`config.mk`:
```
export PLATFORM = sky130hd
export DESIGN_NAME = mem_access_stage
export DESIGN_NICKNAME = d
export VERILOG_FILES = /design/src/rtl/mem_pkg.sv /design/src/rtl/mem_wb_reg.sv /design/src/rtl/mem_access_stage.sv
export SDC_FILE = /design/constraint.sdc
export NUM_CORES = 1
export LEC_CHECK = 0
export ABC_AREA = 1
export BUFFER_PORTS_ARGS = -buffer_cell sky130_fd_sc_hd__buf_2
export CAP_MARGIN = 0
export CORE_MARGIN = 8
export CORE_UTILIZATION = 43
export CTS_BUF_LIST = sky130_fd_sc_hd__clkbuf_8 sky130_fd_sc_hd__clkbuf_16
export CTS_CLUSTER_DIAMETER = 40
export DETAILED_ROUTE_END_ITERATION = 16
export PLACE_DENSITY = 0.72
export SLEW_MARGIN = 20
export SYNTH_ARGS = -nofsm -noshare
export SYNTH_HDL_FRONTEND = slang
export SYNTH_HIERARCHICAL = 1
export SYNTH_SLANG_ARGS = --single-unit
```
`constraint.sdc`:
```
create_clock -name clk -period 1.8 [get_ports clk]
set_input_delay 0.09 -clock clk [delete_from_list [all_inputs] [get_ports clk]]
set_output_delay 0.09 -clock clk [all_outputs]
set_load 0.005 [all_outputs]
```
`src/rtl/mem_pkg.sv`:
```
// Shared definitions for the MEM stage: FSM encoding, alignment mask and default
// bus timeout.
package mem_pkg;

    typedef enum logic {
        STATE_IDLE = 1'b0,
        STATE_BUSY = 1'b1
    } state_e;

    localparam logic [1:0] ALIGN_MASK      = 2'b11;
    localparam int         DEFAULT_TIMEOUT = 16;

    // A word access is misaligned when either low address bit is set.
    function automatic logic is_misaligned(input logic [1:0] addr_lsb);
        return (addr_lsb & ALIGN_MASK) != 2'b00;
    endfunction

endpackage

```
`src/rtl/mem_wb_reg.sv`:
```
// MEM/WB pipeline register. It can insert a bubble, latch with the register write
// suppressed, and capture load data on request.
module mem_wb_reg #(
    parameter int DW = 32
) (
    input  logic          clk,
    input  logic          rst,
    input  logic          load_en_i,
    input  logic          bubble_i,
    input  logic          kill_regwrite_i,
    input  logic          rd_sel_i,
    input  logic          memtoreg_i,
    input  logic          regwrite_i,
    input  logic [DW-1:0] alu_i,
    input  logic [4:0]    wn_i,
    input  logic [DW-1:0] rdata_i,
    output logic          memtoreg_o,
    output logic          regwrite_o,
    output logic [DW-1:0] alu_o,
    output logic [4:0]    wn_o,
    output logic [DW-1:0] rd_o
);

    logic          memtoreg_q;
    logic          regwrite_q;
    logic [DW-1:0] alu_q;
    logic [4:0]    wn_q;
    logic [DW-1:0] rd_q;

    // NOTE: state registers use non-blocking assignments so every flop samples
    // the pre-edge values, independent of process evaluation order.
    always_ff @(posedge clk or posedge rst) begin
        if (rst) begin
            memtoreg_q <= 1'b0;
            regwrite_q <= 1'b0;
            alu_q      <= '0;
            wn_q       <= '0;
            rd_q       <= '0;
        end else if (bubble_i) begin
            // A bubble only clears the control bits; the data fields keep their values.
            memtoreg_q <= 1'b0;
            regwrite_q <= 1'b0;
        end else if (load_en_i) begin
            memtoreg_q <= memtoreg_i;
            regwrite_q <= regwrite_i & ~kill_regwrite_i;
            alu_q      <= alu_i;
            wn_q       <= wn_i;
            if (rd_sel_i) begin
                rd_q <= rdata_i;
            end
        end
    end

    assign memtoreg_o = memtoreg_q;
    assign regwrite_o = regwrite_q;
    assign alu_o      = alu_q;
    assign wn_o       = wn_q;
    assign rd_o       = rd_q;

endmodule

```
`src/rtl/mem_access_stage.sv`:
```
// MEM-stage controller. It runs the data-memory req/ack handshake, stalls the
// upstream stages, flags misalignment and timeouts, and feeds the MEM/WB register.
module mem_access_stage
    import mem_pkg::*;
#(
    parameter int AW      = 32,
    parameter int DW      = 32,
    parameter int TIMEOUT = DEFAULT_TIMEOUT
) (
    input  logic          clk,
    input  logic          rst,
    input  logic          MemtoReg_out_from_EX,
    input  logic          RegWrite_out_from_EX,
    input  logic          MemRead_out_from_EX,
    input  logic          MemWrite_out_from_EX,
    input  logic [DW-1:0] alu_out_out,
    input  logic [DW-1:0] mem_wd,
    input  logic [4:0]    rfile_wn_out,
    output logic          stall_mem,
    output logic          dmem_req,
    output logic          dmem_we,
    output logic [AW-1:0] dmem_addr,
    output logic [DW-1:0] dmem_wdata,
    input  logic [DW-1:0] dmem_rdata,
    input  logic          dmem_ack,
    output logic          MemtoReg_out_from_MEM,
    output logic          RegWrite_out_from_MEM,
    output logic [DW-1:0] mem_rd_out,
    output logic [DW-1:0] alu_out_wb,
    output logic [4:0]    rfile_wn_wb,
    output logic          err_misalign,
    output logic          err_timeout
);

    localparam int CW = $clog2(TIMEOUT + 1);

    state_e        state_q, state_d;
    logic [CW-1:0] cnt_q, cnt_d;
    logic          req_q, req_d;
    logic          we_q, we_d;
    logic [AW-1:0] addr_q, addr_d;
    logic [DW-1:0] wdata_q, wdata_d;
    logic          err_mis_q, err_mis_d;
    logic          err_to_q, err_to_d;

    logic          acc;
    logic          mis;
    logic          at_limit;
    logic          wb_load;
    logic          wb_bubble;
    logic          wb_kill;
    logic          wb_rd_sel;

    assign acc      = MemRead_out_from_EX | MemWrite_out_from_EX;
    assign mis      = acc & is_misaligned(alu_out_out[1:0]);
    assign at_limit = (cnt_q >= CW'(TIMEOUT));

    // NOTE: every output of this block gets a default before the case statement,
    // so no path can leave a signal unassigned and infer a latch.
    always_comb begin
        state_d   = state_q;
        cnt_d     = cnt_q;
        req_d     = req_q;
        we_d      = we_q;
        addr_d    = addr_q;
        wdata_d   = wdata_q;
        err_mis_d = 1'b0;
        err_to_d  = 1'b0;
        stall_mem = 1'b0;
        wb_load   = 1'b0;
        wb_bubble = 1'b0;
        wb_kill   = 1'b0;
        wb_rd_sel = 1'b0;

        case (state_q)
            STATE_IDLE: begin
                if (mis) begin
                    wb_load   = 1'b1;
                    wb_kill   = 1'b1;
                    err_mis_d = 1'b1;
                end else if (acc) begin
                    stall_mem = 1'b1;
                    state_d   = STATE_BUSY;
                    cnt_d     = CW'(1);
                    req_d     = 1'b1;
                    we_d      = MemWrite_out_from_EX;
                    addr_d    = AW'(alu_out_out);
                    wdata_d   = mem_wd;
                    wb_bubble = 1'b1;
                end else begin
                    wb_load = 1'b1;
                end
            end
            STATE_BUSY: begin
                // An ack in the timeout cycle still completes the access normally.
                if (dmem_ack) begin
                    state_d   = STATE_IDLE;
                    cnt_d     = '0;
                    req_d     = 1'b0;
                    wb_load   = 1'b1;
                    wb_rd_sel = MemRead_out_from_EX;
                end else if (at_limit) begin
                    state_d  = STATE_IDLE;
                    cnt_d    = '0;
                    req_d    = 1'b0;
                    wb_load  = 1'b1;
                    wb_kill  = 1'b1;
                    err_to_d = 1'b1;
                end else begin
                    stall_mem = 1'b1;
                    cnt_d     = cnt_q + 1'b1;
                end
            end
            default: state_d = STATE_IDLE;
        endcase
    end

    always_ff @(posedge clk or posedge rst) begin
        if (rst) begin
            state_q   <= STATE_IDLE;
            cnt_q     <= '0;
            req_q     <= 1'b0;
            we_q      <= 1'b0;
            addr_q    <= '0;
            wdata_q   <= '0;
            err_mis_q <= 1'b0;
            err_to_q  <= 1'b0;
        end else begin
            state_q   <= state_d;
            cnt_q     <= cnt_d;
            req_q     <= req_d;
            we_q      <= we_d;
            addr_q    <= addr_d;
            wdata_q   <= wdata_d;
            err_mis_q <= err_mis_d;
            err_to_q  <= err_to_d;
        end
    end

    assign dmem_req     = req_q;
    assign dmem_we      = we_q;
    assign dmem_addr    = addr_q;
    assign dmem_wdata   = wdata_q;
    assign err_misalign = err_mis_q;
    assign err_timeout  = err_to_q;

    mem_wb_reg #(
        .DW (DW)
    ) u_mem_wb_reg (
        .clk             (clk),
        .rst             (rst),
        .load_en_i       (wb_load),
        .bubble_i        (wb_bubble),
        .kill_regwrite_i (wb_kill),
        .rd_sel_i        (wb_rd_sel),
        .memtoreg_i      (MemtoReg_out_from_EX),
        .regwrite_i      (RegWrite_out_from_EX),
        .alu_i           (alu_out_out),
        .wn_i            (rfile_wn_out),
        .rdata_i         (dmem_rdata),
        .memtoreg_o      (MemtoReg_out_from_MEM),
        .regwrite_o      (RegWrite_out_from_MEM),
        .alu_o           (alu_out_wb),
        .wn_o            (rfile_wn_wb),
        .rd_o            (mem_rd_out)
    );

endmodule

```
== Yosys cells after proc, flatten, opt, wreduce, memory -nomap -nowiden ==
Index checks and enable logic that the tools add are counted.

* Bits in registers: 145
* Logic and storage cells: 64
* Bits in writable memories: 0
* Bits in latches: 0
* Input bits: 108
* Memory bits (read-only): 0
* Memories kept: 0
* Output and inout bits: 140

* Bitwise logic cells: 7
* Muxes and demuxes: 32
* Add/sub/neg operators: 1
* Shifts and indexed selects: 0
* $lt $le $gt $ge: 1
* Divide/modulo/power cells: 0
* Reductions and logical operators: 7
* Eq/ne operators: 3
* $mul: 0

{| class="wikitable"
|+ Operators by type and width
! operator !! count
|-
| 1-bit 2-to-1 mux || 23
|-
| 5-bit 2-to-1 mux || 4
|-
| 5-bit one-hot mux with 2 select lines || 1
|-
| 3-bit AND reduction || 3
|-
| 1-bit one-hot mux with 2 select lines || 4
|-
| 5-bit by 1-bit adder with 5-bit output (second input constant) || 1
|-
| 5-bit greater-or-equal comparator (second input constant) || 1
|-
| 2-bit inequality test (second input constant) || 2
|-
| 1-bit NOT || 4
|-
| 2-bit AND reduction || 2
|-
| 2-bit nonzero test || 2
|-
| 3-bit by 2-bit inequality test with 1-bit output (second input constant) || 1
|-
| 1-bit AND || 2
|-
| 1-bit bitwise OR || 1
|}

== Longest topological paths before layout ==
Gate-level depths: netlist of the first run.

* Word-level depth: 8
* Mapped depth: 12
* Mapped depth without buffers: 9

== Cells and area by module ==
Netlist of the first run, hierarchy kept.

{| class="wikitable"
|+ Modules (own cells, without submodules)
! module !! seq. area each (µm²) !! cells each !! times used !! area each (µm²)
|-
| mem_access_stage || 1851.8 || 327 || 1 || 2909.0
|-
| mem_wb_reg || 1776.7 || 314 || 1 || 2867.8
|}

== Worst setup path before layout of the first run ==
No wires, ideal clock.

* Kind: register to register
* From: register state_q
* To: register u_mem_wb_reg.alu_q[0] (netlist: u_mem_wb_reg/alu_o[0])
* Arrival time: 1.431 ns
* Buffers on the path: 3
* Setup time: 0.116 ns
* Period minus slack after synthesis: 1.547 ns
* Slack: 0.253 ns
* Required time: 1.684 ns
* Stages on the path, launching flop included: 12
* Path through: dfrtp_1 > inv_2 > nand3_2 > inv_2 > buf_4 > inv_2 > nand2_4 > inv_2 > buf_6 > buf_8 > nand2_2 > nand2_1

* Longest elaborated chain between the ends: 3
* Elaborated cells between the ends (all ways): 5
* Those cells by class: mux (2); bitwise (2); reduce/logical (1)

{| class="wikitable"
|+ RTL lines
! element !! line !! text
|-
| start: declaration || mem_access_stage.sv:37 || <nowiki>state_e state_q, state_d;</nowiki>
|-
| start signal: assignment || mem_access_stage.sv:129 || <nowiki>state_q <= state_d;</nowiki>
|-
| 1-bit 2-to-1 mux || mem_access_stage.sv:75 || <nowiki>case (state_q)</nowiki>
|-
| via wb_bubble || mem_access_stage.sv:50 || <nowiki>logic wb_bubble;</nowiki>
|-
| 1-bit NOT (no source line) || n/a ||
|-
| 2-bit AND reduction (no source line) || n/a ||
|-
| end signal: assignment || mem_wb_reg.sv:46 || <nowiki>alu_q <= alu_i;</nowiki>
|-
| end: declaration || mem_wb_reg.sv:26 || <nowiki>logic [DW-1:0] alu_q;</nowiki>
|}

The timed path passes the listed nets, and every way through them passes these cells.
A chain may end at the register's enable or synchronous reset.

== Final worst setup path of the first run ==
* From: register state_q
* To: output stall_mem

* Longest elaborated chain between the ends: 2

{| class="wikitable"
|+ RTL lines
! element !! line !! text
|-
| 1-bit NOT (no source line) || n/a ||
|-
| 1-bit one-hot mux with 2 select lines (*) || mem_access_stage.sv:75 ||
|-
| end: declaration || mem_access_stage.sv:19 || <nowiki>output logic stall_mem,</nowiki>
|}

Mark *: on every way between the ends. The rest lies on a longest branch, timed or not.

==> results of run 1 <==
[power by group through the flow]
| stage | logic, W | registers (W) | clock network (W) |
|---|---|---|---|
| final | 0.00228 | 0.00436 | 0.00334 |
| after global routing | 0.00256 | 0.00445 | 0.00355 |
| after CTS | 0.00224 | 0.00435 | 0.00341 |
| after detailed placement | 0.00206 | 0.00438 | 0 |
| after global placement | 0.00201 | 0.00438 | 0 |
| after floorplan | 0.000857 | 0.00444 | 0 |
[cell families after synthesis]
kind of cell | after synthesis
buf+inv | 52
compound gates | 7
fa+ha+maj | 2
simple gates | 435
flops | 145
[layout make-up]
| cell class | count | area, um^2 | area share (%) |
|---|---|---|---|
| Multi-Input combinational cell | 444 | 1859 | 20.93 |
| Antenna cell | 1 | 2.502 | 0.02817 |
| Tap cell | 176 | 220.2 | 2.479 |
| Sequential cell | 145 | 3628 | 40.85 |
| Inverter | 17 | 76.32 | 0.8593 |
| Clock buffer | 18 | 439.2 | 4.944 |
| Clock inverter | 14 | 122.6 | 1.380 |
| Timing Repair Buffer | 379 | 2534 | 28.53 |
[state kept, by name, indices dropped and copies added (netlist names)]
name and count:
cnt_q 5, dmem_addr 32, dmem_req 1, dmem_wdata 32, dmem_we 1, err_misalign 1, err_timeout 1, state_q 1
u_mem_wb_reg/alu_o 32, u_mem_wb_reg/memtoreg_o 1, u_mem_wb_reg/rd_o 32, u_mem_wb_reg/regwrite_o 1, u_mem_wb_reg/wn_o 5
[layer usage]
| layer | global-route usage (%) | part of all wire, % | up-vias |
|---|---|---|---|
| li1 | - | - | 2718 |
| met1 | 25.99 | 40 | 2722 |
| met2 | 37.26 | 48 | 264 |
| met3 | 8.727 | 9.5 | 38 |
| met4 | 8.998 | 2.3 | 0 |
| met5 | 0 | 0 | - |
[through the flow]
step,hold slack (ps),worst slack [ps],instances,power [W]
global route,88.97,4.939,1194,0.01056
floorplan,193.9,252.6,641,0.005294
finish,66.87,93.85,1194,0.009974
detailed placement,240.5,160.5,1047,0.006444
CTS,41.87,3.399,1185,0.01000
global placement,236.9,191.6,1047,0.006393
[worst min-delay path by stage]
| stage | start | to | slack, ps | depth (start not counted) |
|---|---|---|---|---|
| 4_1_cts | MemWrite_out_from_EX | dmem_we$_DFFE_PP0P_ | 40 | 3 |
| 3_3_place_gp | rst | u_mem_wb_reg/wn_o[1]$_DFFE_PP0P_ | 240 | 3 |
| 5_1_grt | MemWrite_out_from_EX | dmem_we$_DFFE_PP0P_ | 90 | 3 |
| 2_1_floorplan | alu_out_out[0] | u_mem_wb_reg/alu_o[0]$_DFFE_PP0P_ | 190 | 2 |
| 3_5_place_dp | rst | u_mem_wb_reg/wn_o[1]$_DFFE_PP0P_ | 240 | 3 |
| 6_report | MemWrite_out_from_EX | dmem_we$_DFFE_PP0P_ | 70 | 3 |
[worst reg2reg max path, stage by stage, from the launching register on]
cell	delay, ps
dfrtp_1	420
inv_2	100
nand3_2	120
clkinv_4	80
buf_4	130
buf_4	450
nand2_1	190
nand2_1	100
[layout by cell type, fill, tap and decap left out, types with 5 or more instances in the layout]
cell type / synthesis / final
buf_2: 19 / 247
buf_4: 11 / 22
clkbuf_16: 0 / 17
clkinvlp_4: 0 / 5
dfrtp_1: 145 / 145
dlygate4sd3_1: 0 / 106
inv_1: 13 / 11
nand2_1: 373 / 373
nand2_2: 10 / 10
nand3_1: 7 / 7
nand4_1: 33 / 33
[what timing repair did]
item / in CTS / in global routing
resized for setup: 2 / 4
setup buffers: 0 / 8
hold buffers: 106 / 0
endpoints found under the hold margin: 281 / 0
setup endpoints to repair: 1 / 1
pin swaps: 0 / 1
==> results.cfg, run 1 <==
[synth]
avgSynthCellArea_um2 = 9.012
muxShareOfSynthArea_pct = 0
synth_top_area_share_pct = 62.81
synth_top_family_by_area = simple AND/OR/NAND/NOR gates
yosysWarnings = 6
yosys.area_share.xor_xnor_pct = 0
syn_inst = 641
synth_adder_area_share_pct = 0.4332
yosys.area_share.simple_pct = 30.80
synth_compound_area_share_pct = 0.7364
synthesis.nets = 751
synth_common_cells = nand2_1, dfrtp_1, nand4_1
synth_ff_type = dfrtp_1
async_reset_ff_share_pct = 100.0
yosys.cell_count.top_type = nand2_1
synth_edf_count = 0
yosysSeqAreaShare_pct = 62.81
synth.distinct_cells = 22
netlist_area_um2 = 5777
synthTopCellsByArea = dfrtp_1, nand2_1, nand4_1
synth_top_cell_by_area = dfrtp_1
synth-seq-cells = 145

[clocking]
htreeDepth = 4
clock-sinks = 145
cts-root-buf = clkbuf_16
cts_tree = built
insertion_delay_ps = 420
cts.clk_slew.worst_paths_ps = 70
cts_buffers = 17
cts_buffer_depth = 2

[timing]
slew_headroom_pct = 51.07
finalMaxSlewViolations = 0
fin_skew_ps = 8.287
period_share_pct = 94.79
tightest_slew_ps = 734.0
fin_crit_ps = 1706
setup_viol = 0
rsz0062_at_grt = false
tns_ps = 0
hold_viol_final = 0
fmax_mhz = 586.1

[detailed_routing]
vias = 5742
routed_wl_um = 19450
drt-pass1-iter-count = 5
drc_errors = 0
drt_iter0_drc = 314
wire_per_inst_um = 16.29
antenna_left = 0
vias_per_cell = 4.809

[finish]
final_net_count = 1114
fillerInstances = 976
finalInstanceArea_um2 = 8882
layout-drive-gt1-share_pct = 32.35
syn2layout_area_growth_pct = 53.76
final_util_pct = 67.34

[power_and_ir_drop]
sw_frac_of_total_pct = 30.98
p_seq_share_pct = 43.7
clock_power_share_pct = 33.4
switchingPower_w = 0.003090
power_leakage_nw = 5.006
comb_power_share_pct = 22.9
peakVddDrop_uv = 574.0
power_density_nw_per_um2 = 1123
p_int_w = 0.006884

[floorplan]
ios = 248
die-area_um2 = 17400
row_count = 42
die_w_um = 131.9
fp.dieH_um = 131.9
core_area_um2 = 13190
initial_utilization_pct = 43.80

[critical_path]
crit_path_max_incr_delay_ps = 410
path_cells = inv_2 > nand3_2 > clkinv_4 > nor2_4 > buf_6 > inv_1 > buf_2
rr_worst_depth = 7
cpMaxStageDelayCell = dfrtp_1
r2r_start = state_q$_DFF_PP0_
rr_endpoint = dmem_wdata[11]$_DFFE_PP0P_
setup.worst_path.start = state_q$_DFF_PP0_
arrival_ps = 1620
critPathBufInv = 5
path_depth = 7
start_kind = flop
crit_family = buffers and inverters
cp.required_ps = 1710
end_kind = output pin
worstSetupEndpoint = stall_mem
crit_fanout = 7
critPathKind = reg2out
rrSetupSlack_ps = 140

[hold_path]
hp-class = in2reg

[placement]
placed_cell_area_um2 = 7181
routabilityCongestion = 0.7944
dp_hpwl_um = 12240
io_buffers = 247

[global_route]
track_usage_pct = 22.62
grt_max_degree = 75
antenna_found_initial = 1
grt_pass1_wl_um = 32110
first_global_vias = 6147
gr-total-overflow = 0

[outcome]
status = finished, final reports clean

[job]
max_cap_violations = 0
(Power assumes the default switching activity.)
==> run 2, diff against run 1 <==
--- a/config.mk
+++ b/config.mk
@@ -8,7 +8,6 @@
 export ABC_AREA = 1
 export BUFFER_PORTS_ARGS = -buffer_cell sky130_fd_sc_hd__buf_2
 export CAP_MARGIN = 0
-export CORE_MARGIN = 8
 export CORE_UTILIZATION = 43
 export CTS_BUF_LIST = sky130_fd_sc_hd__clkbuf_8 sky130_fd_sc_hd__clkbuf_16
 export CTS_CLUSTER_DIAMETER = 40
==> results.cfg, run 2 (synthesized netlist as in run 1, its figures left out) <==
[clocking]
cts_buffers = 17
cts-root-buf = clkbuf_16
clock-sinks = 145
insertion_delay_ps = 410
cts_tree = built
cts.clk_slew.worst_paths_ps = 60
htreeDepth = 4
cts_buffer_depth = 2

[finish]
final_cell_mix = nand2_1, buf_2, dfrtp_1, dlygate4sd3_1, nand4_1
final_common_cell = nand2_1
final_net_count = 1103
finalInstanceArea_um2 = 8780
syn2layout_area_growth_pct = 51.98
layout-drive-gt1-share_pct = 31.27
diodes = 0

[critical_path]
cpMaxStageDelayCell = dlygate4sd3_1
crit_fanout = 16
rrSetupSlack_ps = 80
rr_worst_depth = 6
arrival_ps = 1660
path_cells = dlygate4sd3_1 > buf_2 > inv_1 > nand2_1 > nand3_2 > inv_2 > nor2_2 > buf_6 > inv_1 > buf_2
cp.required_ps = 1710
critPathKind = in2out
start_kind = input port
critPathBufInv = 7
crit_family = buffers and inverters
crit_path_max_incr_delay_ps = 540
rr_endpoint = dmem_wdata[6]$_DFFE_PP0P_
r2r_start = state_q$_DFF_PP0_
end_kind = output pin

[detailed_routing]
wl_met1_um = 7007
vias = 5796
vias_per_cell = 4.929
wl_met2_um = 8966
drt_iter0_drc = 374
routed_wl_um = 18030
routed-wl-met3_um = 1328
antenna_left = 0
drc_errors = 0
top_layer_used = met4
drt-pass1-iter-count = 5
wire_per_inst_um = 15.33

[timing]
setup_ws_ps = 51.92
hold_viol_final = 0
period_share_pct = 97.12
finalMaxSlewViolations = 0
slew_headroom_pct = 49.76
holdWs_ps = 32.20
fin_skew_ps = 8.332
fin_crit_ps = 1748
fmax_mhz = 572.1
tightest_slew_ps = 753.6
setup_viol = 0

[placement]
routabilityCongestion = 0.7844
place_ws_ps = 50.38
io_buffers = 247
placed_cell_area_um2 = 7148
dp_hpwl_um = 10700

[hold_path]
hp-class = in2reg
hold_depth = 4
min_from = dmem_ack
holdPathEnd = cnt_q[4]$_DFFE_PP0P_

[floorplan]
ios = 248
initial_utilization_pct = 44.86
core_area_um2 = 12880
die_w_um = 117.9
fp.dieH_um = 117.9
row_count = 41
die-area_um2 = 13900

[global_route]
antenna_found_initial = 0
grt_pass1_wl_um = 29240
grt_max_degree = 69
track_usage_pct = 27.04
first_global_vias = 6033
gr-total-overflow = 0

[power_and_ir_drop]
power_density_nw_per_um2 = 1134
peakVddDrop_uv = 622.9
power_leakage_nw = 4.974

[outcome]
status = finished, final reports clean

[job]
max_cap_violations = 0
run 2: cell count changes in the layout (fill, tap and decap cells not counted), sizes merged:
cell / delta
buf: -10
dlygate4sd3: -1
inv: -3
diode: -1
bufinv: +2
clkinvlp: -3
clkbuf: +3
clkinv: -1
run 2: report_power, final:
part / leakage [nW] / total, W / internal, W / switching (W)
logic: 2.87 / 0.00220 / 0.00104 / 0.00117
clock network: 0.298 / 0.00339 / 0.00214 / 0.00124
registers: 1.81 / 0.00437 / 0.00396 / 0.000402
run 2: area by class of cell:
class                           count  area [um^2]
Clock inverter                      9        91.34
Inverter                           17        73.82
Sequential cell                   145         3628
Clock buffer                       21        480.5
Timing Repair Buffer              368         2436
Tap cell                          172        215.2
Multi-Input combinational cell    444         1854
Fill cell                         960         4096
run 2: through the flow:
step                      util [%]  instances  power [W]  setup TNS [ps]
after global routing         68.19       1176    0.01053          -5.193
after CTS                    68.14       1176   0.009966               0
final                        68.19       1176   0.009957               0
after detailed placement     55.51       1041   0.006370               0
after global placement       55.51       1041   0.006306               0
after floorplan                  -        641   0.005294               0
run 2: how the worst max path moves through the flow:
stage,cells past startpoint,startpoint,end
final,10,MemWrite_out_from_EX,stall_mem
after global routing,10,MemWrite_out_from_EX,stall_mem
after CTS,11,MemWrite_out_from_EX,u_mem_wb_reg/alu_o[29]$_DFFE_PP0P_
after detailed placement,7,state_q$_DFF_PP0_,u_mem_wb_reg/alu_o[30]$_DFFE_PP0P_
after global placement,7,state_q$_DFF_PP0_,u_mem_wb_reg/alu_o[29]$_DFFE_PP0P_
after floorplan,11,state_q$_DFF_PP0_,u_mem_wb_reg/alu_o[0]$_DFFE_PP0P_
run 2: worst min-delay path, stage by stage:
cell and delay [ps]:
buf_2 90, inv_1 50, nand3_1 80, o22ai_1 90
run 2: repair_timing:
action	4_1_cts	5_1_grt
buffers inserted	0	0
hold buffers	105	0
endpoints found under the setup margin	1	39
hold endpoints to repair	230	0
pin swaps	0	0
resized for setup	1	3
run 2: metal layers:
layer | vias up | GRT usage, %
li1 | 2685 | -
met1 | 2756 | 30.39
met2 | 296 | 46.03
met3 | 59 | 7.703
met4 | 0 | 15.14
met5 | - | 0
==> run 3, diff against run 2 <==
--- a/config.mk
+++ b/config.mk
@@ -16,5 +16,4 @@
 export SLEW_MARGIN = 20
 export SYNTH_ARGS = -nofsm -noshare
 export SYNTH_HDL_FRONTEND = slang
-export SYNTH_HIERARCHICAL = 1
 export SYNTH_SLANG_ARGS = --single-unit
==> results.cfg, run 3 <==
[outcome]
status = finished, final reports clean

[timing]
finalMaxSlewViolations = 0
slew_headroom_pct = 63.76
fin_crit_ps = 1712
fin_skew_ps = 5.826
hold_viol_final = 0
holdWs_ps = 48.34
rsz0062_at_grt = false
fmax_mhz = 584.0
period_share_pct = 95.14
tightest_slew_ps = 543.6
setup_viol = 0

[finish]
layout.cells.non_filler = 1163
final_common_cell = buf_2
final_net_count = 1089
layout-drive-gt1-share_pct = 29.06
finalInstanceArea_um2 = 8785
diodes = 0
final_cell_mix = buf_2, nand2_1, dfrtp_1, inv_1, dlygate4sd3_1
syn2layout_area_growth_pct = 53.57

[clocking]
cts-root-buf = clkbuf_16
postCtsSetupBuffers = 0
cts_buffers = 17
clock-sinks = 145
cts_buffer_depth = 2
insertion_delay_ps = 410
cts.clk_slew.worst_paths_ps = 60
htreeDepth = 4
cts_tree = built

[placement]
routabilityCongestion = 0.7989
place_inst = 1025
placed_cell_area_um2 = 7138
io_buffers = 247
dp_hpwl_um = 9500

[detailed_routing]
vias = 5384
drt-pass1-iter-count = 4
routed_wl_um = 15920
antenna_left = 0
vias_per_cell = 4.629
drt_iter0_drc = 329
wire_per_inst_um = 13.69
drc_errors = 0

[power_and_ir_drop]
peakVddDrop_uv = 587.9
power_density_nw_per_um2 = 1083
power_leakage_nw = 5.018

[global_route]
grt_max_degree = 83
first_global_vias = 5456
grt_pass1_wl_um = 26200
track_usage_pct = 24.04
gr-total-overflow = 0
antenna_found_initial = 0

[hold_path]
min_from = dmem_ack
holdPathEnd = cnt_q[2]$_DFFE_PP0P_
hp-class = in2reg
hold_depth = 4

[synth]
synth-seq-cells = 145
synth_edf_count = 0
synth_common_cells = nand2_1, dfrtp_1, inv_1
synth_top_cell_by_area = dfrtp_1
yosysSeqAreaShare_pct = 63.43
async_reset_ff_share_pct = 100.0
avgSynthCellArea_um2 = 9.080
synth_ff_type = dfrtp_1
synth_top_area_share_pct = 63.43
synth.distinct_cells = 19
synthesis.nets = 740
synthTopCellsByArea = dfrtp_1, nand2_1, o21ai_0
yosysWarnings = 0
netlist_area_um2 = 5720
syn_inst = 630
yosys.cell_count.top_type = nand2_1

[floorplan]
initial_utilization_pct = 44.78
die_w_um = 117.3
die-area_um2 = 13770
row_count = 41
ios = 248
fp.dieH_um = 117.3
core_area_um2 = 12770

[job]
max_cap_violations = 0

[critical_path]
arrival_ps = 1620
start_kind = flop
critPathKind = reg2out
crit_fanout = 18
cp.required_ps = 1710
end_kind = output pin
rrSetupSlack_ps = 330
r2r_start = state_q$_DFF_PP0_
rr_endpoint = u_mem_wb_reg.alu_o[7]$_DFFE_PP0P_
rr_worst_depth = 5
==> run 3: per-layer routing <==
layer  wire (um)  GRT usage (%)  share of wire, %
met5           0              0                 0
met4         340          9.578               2.1
met3        1210          8.366               7.6
met2        7593          39.05                48
met1        6775          29.19                43
==> run 3: per-stage QoR <==
stage               power [W]  TNS [ps]  utilization [%]  worst slack, ps
floorplan            0.005027    -15810                -           -109.0
global placement     0.005950         0            55.88            400.4
detailed placement   0.006006         0            55.88            351.2
CTS                  0.009534         0            68.56            2.064
global route          0.01006         0            68.77            15.22
finish               0.009511         0            68.77            87.54
==> run 3: how the worst max path moves through the flow <==
stage | from | endpoint | slack (ps) | depth (start not counted)
floorplan | rst | cnt_q[0]$_DFFE_PP0P_ | -110 | 1
global placement | state_q$_DFF_PP0_ | u_mem_wb_reg.alu_o[10]$_DFFE_PP0P_ | 400 | 5
detailed placement | state_q$_DFF_PP0_ | dmem_addr[12]$_DFFE_PP0P_ | 350 | 4
CTS | state_q$_DFF_PP0_ | stall_mem | 2 | 5
global route | state_q$_DFF_PP0_ | stall_mem | 20 | 5
finish | state_q$_DFF_PP0_ | stall_mem | 90 | 5
==> run 3: kinds of logic after synthesis <==
logic type               count (synthesis)  synth area share (%)
AND/OR/NAND/NOR                        244                 17.37
flip-flops                             145                 63.43
buffers and inverters                  140                 10.10
AO/OA/AOI/OAI                           99                 8.662
adder cells (fa/ha/maj)                  2                0.4374
==> run 3: cell type report <==
class | instances | area (um^2)
fill | 925 | 3989
sequential | 145 | 3628
timing repair buffer | 362 | 2445
multi-input combinational | 345 | 1529
clock buffer | 19 | 452.9
inverter | 108 | 409.1
tap | 172 | 215.2
clock inverter | 12 | 105.1
==> run 3: critical path: stages, from the launching register on <==
cell and delay, ps:
dfrtp_1 420, inv_1 160, nand3_4 120, nand2_2 190
buf_12 190, buf_2 130
==> run 3: what timing repair did <==
action,CTS,global route
resized for setup,0,1
endpoints found under the setup margin,0,1
hold buffers,106,0
endpoints found under the hold margin,152,0
==> run 3: power breakdown <==
part           leakage, nW  internal [W]  switching (W)  total (W)
clock network        0.301       0.00206        0.00126    0.00332
registers             1.80       0.00389       0.000363    0.00426
logic                 2.92      0.000967       0.000967    0.00193
total                 5.02       0.00692        0.00259    0.00951
